File: src/rtl/fpu_phase_seq_pkg.sv
// Shared types and opcode constants for the FPU phase sequencer.
// The state encoding is visible on the phase output, so the values are fixed.
package fpu_seq_pkg;

  typedef enum logic [3:0] {
    ST_IDLE     = 4'd0,
    ST_IF       = 4'd1,
    ST_ID       = 4'd2,
    ST_ALU      = 4'd3,
    ST_MEM      = 4'd4,
    ST_MEM_WAIT = 4'd5,
    ST_RB       = 4'd6,
    ST_MFC_WAIT = 4'd7,
    ST_HALT     = 4'd8
  } seq_state_e;

  localparam logic [5:0] OP_HLT     = 6'b000000;
  localparam logic [5:0] OP_MFC     = 6'b111111;
  localparam logic [3:0] MEM_PREFIX = 4'b1110;

  // Memory instructions share a 4-bit major opcode prefix.
  function automatic logic is_mem_op(input logic [5:0] op);
    return (op[5:2] == MEM_PREFIX);
  endfunction

endpackage

File: src/rtl/fpu_phase_seq_if.sv
// Control/strobe bundle between the main CPU side and the phase sequencer.
// master = CPU/controller side, slave = sequencer.
interface fpu_phase_seq_if #(
  parameter int CNT_W = 16
);
  logic             run;
  logic             resume;
  logic [5:0]       opcode;
  logic             mfc_ack;
  logic             mem_ready;
  logic             IF_clk;
  logic             ID_clk;
  logic             ALU_clk;
  logic             MEM_clk;
  logic             RB_clk;
  logic [3:0]       phase;
  logic             busy;
  logic             halted;
  logic             mem_err;
  logic [CNT_W-1:0] instr_count;

  modport master (
    output run, resume, opcode, mfc_ack, mem_ready,
    input  IF_clk, ID_clk, ALU_clk, MEM_clk, RB_clk,
    input  phase, busy, halted, mem_err, instr_count
  );

  modport slave (
    input  run, resume, opcode, mfc_ack, mem_ready,
    output IF_clk, ID_clk, ALU_clk, MEM_clk, RB_clk,
    output phase, busy, halted, mem_err, instr_count
  );
endinterface

File: src/rtl/fpu_phase_seq.sv
// Phase sequencer: walks one instruction at a time through IF/ID/ALU/MEM/RB,
// with MFC and slow-memory stalls, a sticky memory-timeout error and HLT parking.
module fpu_phase_seq
  import fpu_seq_pkg::*;
#(
  parameter int ALU_LAT     = 1,
  parameter int MEM_TIMEOUT = 16,
  parameter int CNT_W       = 16
) (
  input  logic            clk,
  input  logic            rst_n,
  fpu_phase_seq_if.slave  bus
);

  localparam int ALU_CW = $clog2(ALU_LAT + 1);
  localparam int TO_CW  = $clog2(MEM_TIMEOUT + 1);
  localparam logic [ALU_CW-1:0] ALU_LAST = ALU_CW'(ALU_LAT);
  localparam logic [TO_CW-1:0]  TO_LAST  = TO_CW'(MEM_TIMEOUT - 1);

  seq_state_e        state_r;
  seq_state_e        next_state_s;
  logic              timeout_s;
  logic [ALU_CW-1:0] alu_cnt_r;
  logic [TO_CW-1:0]  to_cnt_r;
  logic [5:0]        op_q_r;
  logic [CNT_W-1:0]  instr_count_r;
  logic              if_clk_r;
  logic              id_clk_r;
  logic              alu_clk_r;
  logic              mem_clk_r;
  logic              rb_clk_r;
  logic              busy_r;
  logic              halted_r;
  logic              mem_err_r;

  // Next-state decode; the decision for each state uses only that state's inputs.
  always_comb begin
    next_state_s = state_r;
    timeout_s    = 1'b0;
    case (state_r)
      ST_IDLE: begin
        if (bus.run) next_state_s = ST_IF;
        else         next_state_s = ST_IDLE;
      end
      ST_IF: next_state_s = ST_ID;
      ST_ID: begin
        if (bus.opcode == OP_HLT)      next_state_s = ST_HALT;
        else if (bus.opcode == OP_MFC) next_state_s = ST_MFC_WAIT;
        else                           next_state_s = ST_ALU;
      end
      ST_ALU: begin
        if (alu_cnt_r == ALU_LAST) next_state_s = ST_MEM;
        else                       next_state_s = ST_ALU;
      end
      ST_MEM: begin
        if (is_mem_op(op_q_r)) next_state_s = ST_MEM_WAIT;
        else                   next_state_s = ST_RB;
      end
      ST_MEM_WAIT: begin
        if (bus.mem_ready) begin
          next_state_s = ST_RB;
        end else if (to_cnt_r == TO_LAST) begin
          next_state_s = ST_HALT;
          timeout_s    = 1'b1;
        end else begin
          next_state_s = ST_MEM_WAIT;
        end
      end
      ST_RB: begin
        if (bus.run) next_state_s = ST_IF;
        else         next_state_s = ST_IDLE;
      end
      ST_MFC_WAIT: begin
        if (bus.mfc_ack) next_state_s = ST_RB;
        else             next_state_s = ST_MFC_WAIT;
      end
      ST_HALT: begin
        if (bus.resume) next_state_s = ST_IDLE;
        else            next_state_s = ST_HALT;
      end
      default: next_state_s = ST_IDLE;
    endcase
  end

  // State, strobes, status and counters; strobes are decoded from the state being entered.
  always_ff @(posedge clk or negedge rst_n) begin
    if (!rst_n) begin
      state_r       <= ST_IDLE;
      if_clk_r      <= 1'b0;
      id_clk_r      <= 1'b0;
      alu_clk_r     <= 1'b0;
      mem_clk_r     <= 1'b0;
      rb_clk_r      <= 1'b0;
      busy_r        <= 1'b0;
      halted_r      <= 1'b0;
      mem_err_r     <= 1'b0;
      op_q_r        <= 6'd0;
      alu_cnt_r     <= ALU_CW'(1);
      to_cnt_r      <= '0;
      instr_count_r <= '0;
    end else begin
      state_r   <= next_state_s;
      if_clk_r  <= (next_state_s == ST_IF);
      id_clk_r  <= (next_state_s == ST_ID);
      alu_clk_r <= (next_state_s == ST_ALU) && (state_r != ST_ALU);
      mem_clk_r <= (next_state_s == ST_MEM);
      rb_clk_r  <= (next_state_s == ST_RB);
      busy_r    <= !((next_state_s == ST_IDLE) || (next_state_s == ST_HALT));
      halted_r  <= (next_state_s == ST_HALT);
      if (timeout_s) mem_err_r <= 1'b1;
      if (state_r == ST_ID) op_q_r <= bus.opcode;
      // ALU counter sits at 1 so the first ALU cycle counts as cycle one.
      if (state_r != ST_ALU) alu_cnt_r <= ALU_CW'(1);
      else                   alu_cnt_r <= alu_cnt_r + ALU_CW'(1);
      if (state_r != ST_MEM_WAIT) to_cnt_r <= '0;
      else                        to_cnt_r <= to_cnt_r + TO_CW'(1);
      if (next_state_s == ST_RB) instr_count_r <= instr_count_r + CNT_W'(1);
    end
  end

  assign bus.IF_clk      = if_clk_r;
  assign bus.ID_clk      = id_clk_r;
  assign bus.ALU_clk     = alu_clk_r;
  assign bus.MEM_clk     = mem_clk_r;
  assign bus.RB_clk      = rb_clk_r;
  assign bus.phase       = state_r;
  assign bus.busy        = busy_r;
  assign bus.halted      = halted_r;
  assign bus.mem_err     = mem_err_r;
  assign bus.instr_count = instr_count_r;

endmodule

File: src/flat_wrapper.sv
// flat-port wrapper written by rule: the top's interface ports become plain ports
module fpu_phase_seq_flat import fpu_seq_pkg::*;
#(
  parameter int ALU_LAT     = 1,
  parameter int MEM_TIMEOUT = 16,
  parameter int CNT_W       = 16
)
  (clk, rst_n, bus_run, bus_resume, bus_opcode, bus_mfc_ack, bus_mem_ready, bus_IF_clk, bus_ID_clk, bus_ALU_clk, bus_MEM_clk, bus_RB_clk, bus_phase, bus_busy, bus_halted, bus_mem_err, bus_instr_count);
  fpu_phase_seq_if #(.CNT_W(CNT_W)) bus_i ();
  input  logic clk;
  input  logic rst_n;
  input wire logic [$bits(bus_i.run)-1:0] bus_run;
  input wire logic [$bits(bus_i.resume)-1:0] bus_resume;
  input wire logic [$bits(bus_i.opcode)-1:0] bus_opcode;
  input wire logic [$bits(bus_i.mfc_ack)-1:0] bus_mfc_ack;
  input wire logic [$bits(bus_i.mem_ready)-1:0] bus_mem_ready;
  output wire logic [$bits(bus_i.IF_clk)-1:0] bus_IF_clk;
  output wire logic [$bits(bus_i.ID_clk)-1:0] bus_ID_clk;
  output wire logic [$bits(bus_i.ALU_clk)-1:0] bus_ALU_clk;
  output wire logic [$bits(bus_i.MEM_clk)-1:0] bus_MEM_clk;
  output wire logic [$bits(bus_i.RB_clk)-1:0] bus_RB_clk;
  output wire logic [$bits(bus_i.phase)-1:0] bus_phase;
  output wire logic [$bits(bus_i.busy)-1:0] bus_busy;
  output wire logic [$bits(bus_i.halted)-1:0] bus_halted;
  output wire logic [$bits(bus_i.mem_err)-1:0] bus_mem_err;
  output wire logic [$bits(bus_i.instr_count)-1:0] bus_instr_count;
  assign bus_i.run = bus_run;
  assign bus_i.resume = bus_resume;
  assign bus_i.opcode = bus_opcode;
  assign bus_i.mfc_ack = bus_mfc_ack;
  assign bus_i.mem_ready = bus_mem_ready;
  assign bus_IF_clk = bus_i.IF_clk;
  assign bus_ID_clk = bus_i.ID_clk;
  assign bus_ALU_clk = bus_i.ALU_clk;
  assign bus_MEM_clk = bus_i.MEM_clk;
  assign bus_RB_clk = bus_i.RB_clk;
  assign bus_phase = bus_i.phase;
  assign bus_busy = bus_i.busy;
  assign bus_halted = bus_i.halted;
  assign bus_mem_err = bus_i.mem_err;
  assign bus_instr_count = bus_i.instr_count;
  fpu_phase_seq #(.ALU_LAT(ALU_LAT), .MEM_TIMEOUT(MEM_TIMEOUT), .CNT_W(CNT_W)) u_core (.clk(clk), .rst_n(rst_n), .bus(bus_i));
endmodule
File: config.mk
export PLATFORM = sky130hd
export DESIGN_NAME = fpu_phase_seq_flat
export DESIGN_NICKNAME = d
export VERILOG_FILES = /design/src/rtl/fpu_phase_seq_pkg.sv /design/src/rtl/fpu_phase_seq_if.sv /design/src/rtl/fpu_phase_seq.sv /design/src/flat_wrapper.sv
export SDC_FILE = /design/constraint.sdc
export NUM_CORES = 1
export LEC_CHECK = 0
export CORE_MARGIN = 2
export CORE_UTILIZATION = 45
export DETAILED_ROUTE_END_ITERATION = 10
export PLACE_DENSITY_LB_ADDON = 0.25
export SLEW_MARGIN = 15
export SYNTH_ARGS = -nofsm -noshare
export SYNTH_HDL_FRONTEND = slang
export SYNTH_SLANG_ARGS = --single-unit
File: constraint.sdc
create_clock -name clk -period 2.3 [get_ports clk]
set_clock_uncertainty 0.1 [all_clocks]
set_input_delay 0.23 -clock clk [delete_from_list [all_inputs] [get_ports clk]]
set_output_delay 0.23 -clock clk [all_outputs]
set_load 0.02 [all_outputs]
# --- After elaboration in Yosys (flattened, before gate mapping) ---
# Cells that the tools add are included.
classes:
  add_sub_neg: 3
  multipliers: 0
  div_mod_pow: 0
  n_lt_le_gt_ge: 0
  eq_ne: 19
  shifts: 0
  muxes: 15
  n_bitwise: 0
  reduce_logical: 7
op_table:
  columns: ["cell", "n"]
  rows:
  - ["case mux 4 bit (8 select lines)", 1]
  - ["== test 4 x 3 -> 1 bit (second input constant)", 6]
  - ["adder 16 x 1 -> 16 bit (second input constant)", 1]
  - ["== test 4 x 2 -> 1 bit (second input constant)", 4]
  - ["two-way mux 4 bit", 4]
  - ["== test 4 bit (second input constant)", 3]
  - ["== test 4 x 1 -> 1 bit (second input constant)", 2]
  - ["zero test 4 bit", 2]
  - ["== test 6 bit (second input constant)", 1]
  - ["zero test 6 bit", 1]
  - ["two-way mux 1 bit", 6]
  - ["two-way mux 3 bit", 2]
  - ["adder 5 x 1 -> 5 bit (second input constant)", 1]
  - ["== test 5 x 4 -> 1 bit (second input constant)", 1]
  - ["two-way mux 5 bit", 1]
  - ["!= test 4 x 2 -> 1 bit (second input constant)", 1]
  - ["!= test 4 x 3 -> 1 bit (second input constant)", 1]
  - ["two-way mux 2 bit", 1]
  - ["OR reduction 2 bit", 1]
  - ["adder 1 bit (second input constant)", 1]
  - ["logical AND 1 bit", 1]
  - ["zero test 1 bit", 1]
  - ["logical OR 1 bit", 1]
word_totals:
  reg_bits: 40
  latch_bits: 0
  mem_bits_rw: 0
  mem_bits_ro: 0
  input_bits: 12
  mem_count: 0

# --- Depth between registers and ports, before layout ---
logic_depth:
  word_depth: 7
  depth_mapped: 8
  mapped_depth_nobuf: 8

# --- Worst setup path before layout ---
# OpenSTA, ideal clock, no wires.
synth_timing:
  path_type: "register to register"
  start: "reg u_core.to_cnt_r[0]"
  end: "reg u_core.instr_count_r[1] (netlist: u_core.bus.instr_count[1])"
  setup_ns: 0.125
  arrival_time_ns: 2.192
  slack_ns: -0.117
  path_stages_with_launch: 9
  cell_sequence: "dfrtp_1 ha_1 and3_1 ha_1 or4bb_1 a32oi_1 a221oi_4 nand2_4 mux2_4"
synth_between:
  elab_chain_cells: 5
synth_rtl:
  columns: ["item", "line_no", "text"]
  rows:
  - ["start: declaration", "fpu_phase_seq.sv:24", "logic [TO_CW-1:0] to_cnt_r;"]
  - ["start signal: assignment", "fpu_phase_seq.sv:116", "else to_cnt_r <= to_cnt_r + TO_CW'(1);"]
  - ["== test 5 x 4 -> 1 bit", "fpu_phase_seq.sv:62", "end else if (to_cnt_r == TO_LAST) begin"]
  - ["two-way mux 4 bit", "fpu_phase_seq.sv:62", null]
  - ["two-way mux 4 bit", "fpu_phase_seq.sv:60", "if (bus.mem_ready) begin"]
  - ["case mux 4 bit (8 select lines)", "fpu_phase_seq.sv:40", "case (state_r)"]
  - ["== test 4 x 3 -> 1 bit", "fpu_phase_seq.sv:117", "if (next_state_s == ST_RB) instr_count_r <= instr_count_r + CNT_W'(1);"]
  - ["end signal: assignment", "fpu_phase_seq.sv:117", null]
  - ["end: declaration", "fpu_phase_seq.sv:26", "logic [CNT_W-1:0] instr_count_r;"]
# Every way passes these cells.
# A chain may end at the register's enable or synchronous reset.

# --- Worst setup path after layout ---
layout_timing:
  start: "reg u_core.to_cnt_r[0]"
  end: "reg u_core.instr_count_r[11] (netlist: u_core.bus.instr_count[11])"
# The elaborated chain is that of the path after synthesis.

==> impl_metrics.json <==
{
  "start_util": 0.4579,
  "startpoint_type": "flip-flop",
  "regToRegSetupSlack_ns": -0.03,
  "io_pins": 40,
  "clk_latency_ns": 0.28,
  "layout_commonest_cell": "clkdlybuf4s50_1",
  "vias_per_cell": 5.248,
  "vias": 1375,
  "area_growth_pct": 40.82,
  "drt-pass1-iter-count": 4,
  "hold_end": "u_core.bus.instr_count[15]",
  "root_buffer": "clkbuf_8",
  "fillCellCount": 297,
  "yosysUniqueCellTypes": 41,
  "power_leakage_nw": 1.134,
  "drt.antenna.violating_nets": 0,
  "min_period_ns": 2.334,
  "core_area_mm2": 0.003943,
  "max_slew_margin": 0.4552,
  "tightest_slew_ns": 0.8171,
  "final_cell_mix": "clkdlybuf4s50_1, dfrtp_1, buf_4",
  "whs_path_depth": 1,
  "startpoint": "u_core.to_cnt_r[0]",
  "clkTransAtPathRegs_ns": 0.08,
  "grt_pass1_vias": 1369,
  "path_max_fanout": 5,
  "antenna_found_initial": 0,
  "synth_area_mm2": 0.001805,
  "grt-ovfl-total": 0,
  "port_buffers": 39,
  "cap_violations": 0,
  "cts_tree": "yes",
  "hold_slack_ns": 0.3672,
  "synth_area_per_cell_um2": 11.80,
  "insertedDiodeCount": 0,
  "drive_above_1_share": 0.2358,
  "routabilityCongestion": 0.8278,
  "hold_path_class": "flip-flop to flip-flop",
  "ff_latch_area_um2": 954.7,
  "max_freq_ghz": 0.4285,
  "grt_max_degree": 39,
  "synth_edf_count": 0,
  "peakVddDrop_mv": 0.6994,
  "route.detailed.drc": 0,
  "hpwlAfterDp_um": 2695,
  "violations": "negative setup slack",
  "clk_path_buf_depth": 2,
  "synth.yosys.seq_area_share": 0.5274,
  "cts-buffers-inserted": 5,
  "r2r_end": "u_core.bus.instr_count[11]",
  "min-delay-start": "u_core.bus.instr_count[15]",
  "row_count": 23,
  "rsz0062_at_grt": "yes",
  "htree_levels": 2,
  "die_w_um": 67.34,
  "synth_ff_type": "dfrtp_1",
  "multiInputGateArea_um2": 892.1,
  "wl_um": 3873,
  "wl_per_cell_um": 14.78,
  "worstReg2RegStart": "u_core.to_cnt_r[0]",
  "dieArea_mm2": 0.004535,
  "async_flop_share": 1.000,
  "powerDensity_mw_per_mm2": 1055,
  "postSynthCellCount": 153,
  "layout.nets": 226,
  "fin_setup_tns_ns": -0.1699,
  "worst_slack_ns": -0.03385,
  "slew_viol_final": 0,
  "worstPathArrival_ns": 2.41,
  "yosys_warnings": 0,
  "grtUsageTotal": 0.1844,
  "dieHeight_um": 67.34,
  "final-setup-viol-count": 9,
  "reg2regPathDepth": 9,
  "critPathKind": "flip-flop to flip-flop",
  "critPathCaptureType": "flip-flop",
  "synth_fp_nets": 168,
  "ys_ff_latch": 38,
  "worstPathRequired_ns": 2.38,
  "fin_crit_sh": 1.015,
  "grt_pass1_wl_um": 6203,
  "finalHoldViolCount": 0,
  "drtIter0Drc": 71,
  "status": "complete, but fails checks",
  "clkSinkCount": 38
}
==> report_power, final <==
group          leakage (nW)  switching [W]  internal, W
logic                 0.595       0.000647     0.000622
registers             0.499       0.000162     0.000822
clock network        0.0395       0.000215     0.000215
total                  1.13        0.00102      0.00166
==> sequential cells by signal (all words and copies together), names as in the netlist <==
signal and count:
u_core.bus.ID_clk 1, u_core.bus.instr_count 16, u_core.bus.IF_clk 1, u_core.bus.halted 1, u_core.to_cnt_r 5, u_core.bus.busy 1
u_core.alu_cnt_r 1, u_core.op_q_r 4, u_core.bus.mem_err 1, u_core.bus.MEM_clk 1, u_core.bus.RB_clk 1, u_core.bus.phase 4
u_core.bus.ALU_clk 1
==> through the flow <==
step | worst slack [ns] | utilization | total power [W] | area, um2 | instances
global placement | -0.05057 | 0.5928 | 0.002111 | 2337 | 251
global route | -0.1325 | 0.6449 | 0.002852 | 2542 | 262
floorplan | -0.02348 | - | 0.001683 | 1824 | 153
detailed placement | -0.08278 | 0.5928 | 0.002138 | 2337 | 251
CTS | -0.03910 | 0.6258 | 0.002610 | 2467 | 261
finish | -0.03385 | 0.6449 | 0.002683 | 2542 | 262
==> repair_timing <==
item	4_1_cts	5_1_grt
setup buffers	2	1
endpoints found under the setup margin	12	18
gates resized for setup	5	11
endpoints found under the hold margin	37	0
hold buffers	1	0
pin swaps	11	14
==> layout make-up <==
class	count	area share
Sequential cell	38	0.3755
Clock buffer	8	0.03150
Tap cell	50	0.02461
Timing Repair Buffer	56	0.2057
Inverter	8	0.01181
Multi-Input combinational cell	102	0.3509
==> routing by layer <==
metal,GRT usage,vias up,wire [um]
met5,0,-,0
met4,0.06122,0,57
met3,0.04833,7,149
met2,0.3218,29,2007
met1,0.2209,682,1659
li1,-,657,-
==> critical path, stage by stage, from the launching register on <==
cell	delay [ns]
dfrtp_1	0.39
ha_2	0.19
and3_4	0.18
ha_4	0.16
or4bb_1	0.18
a32oi_2	0.13
buf_4	0.18
a221oi_4	0.39
nand4_1	0.17
xnor2_1	0.16
==> cells in the mapped netlist, types with 2 or more instances <==
master    count  area (um2)
a21boi_0      2       15.01
a21oi_1       2       10.01
and3_1        7       43.79
and4_1        2       17.52
buf_2         3       15.01
dfrtp_1      37       925.9
ha_1          3       37.54
inv_1         8       30.03
mux2_2        4       45.04
nand2_1       4       15.01
nand2b_1      4       25.02
nand3_1      14       70.07
nand4_1       8       50.05
nand4b_1      2       17.52
nor2_1        9       33.78
nor2b_1       2       12.51
nor4_1        2       12.51
xnor2_1      16       140.1
xor2_1        2       17.52
==> how the worst max path moves through the flow <==
| stage | end | slack [ns] | depth (start not counted) |
|---|---|---|---|
| detailed placement | u_core.bus.instr_count[1] | -0.08 | 7 |
| floorplan | u_core.bus.instr_count[1] | -0.02 | 6 |
| global placement | u_core.bus.instr_count[1] | -0.05 | 7 |
| finish | u_core.bus.instr_count[11] | -0.03 | 9 |
| CTS | u_core.bus.instr_count[1] | -0.04 | 8 |
| global route | u_core.bus.instr_count[8] | -0.13 | 9 |
==> kinds of logic after synthesis <==
logic type | Yosys count | synth area share
DFF | 38 | 0.5274
and+or+nand+nor | 65 | 0.2335
buffers and inverters | 13 | 0.03534
adders and majority gates | 3 | 0.02079
xor gates and xnor gates | 18 | 0.08732
muxes | 5 | 0.03326
AOI/OAI and AO/OA | 11 | 0.06237
(Power assumes the default switching activity.)
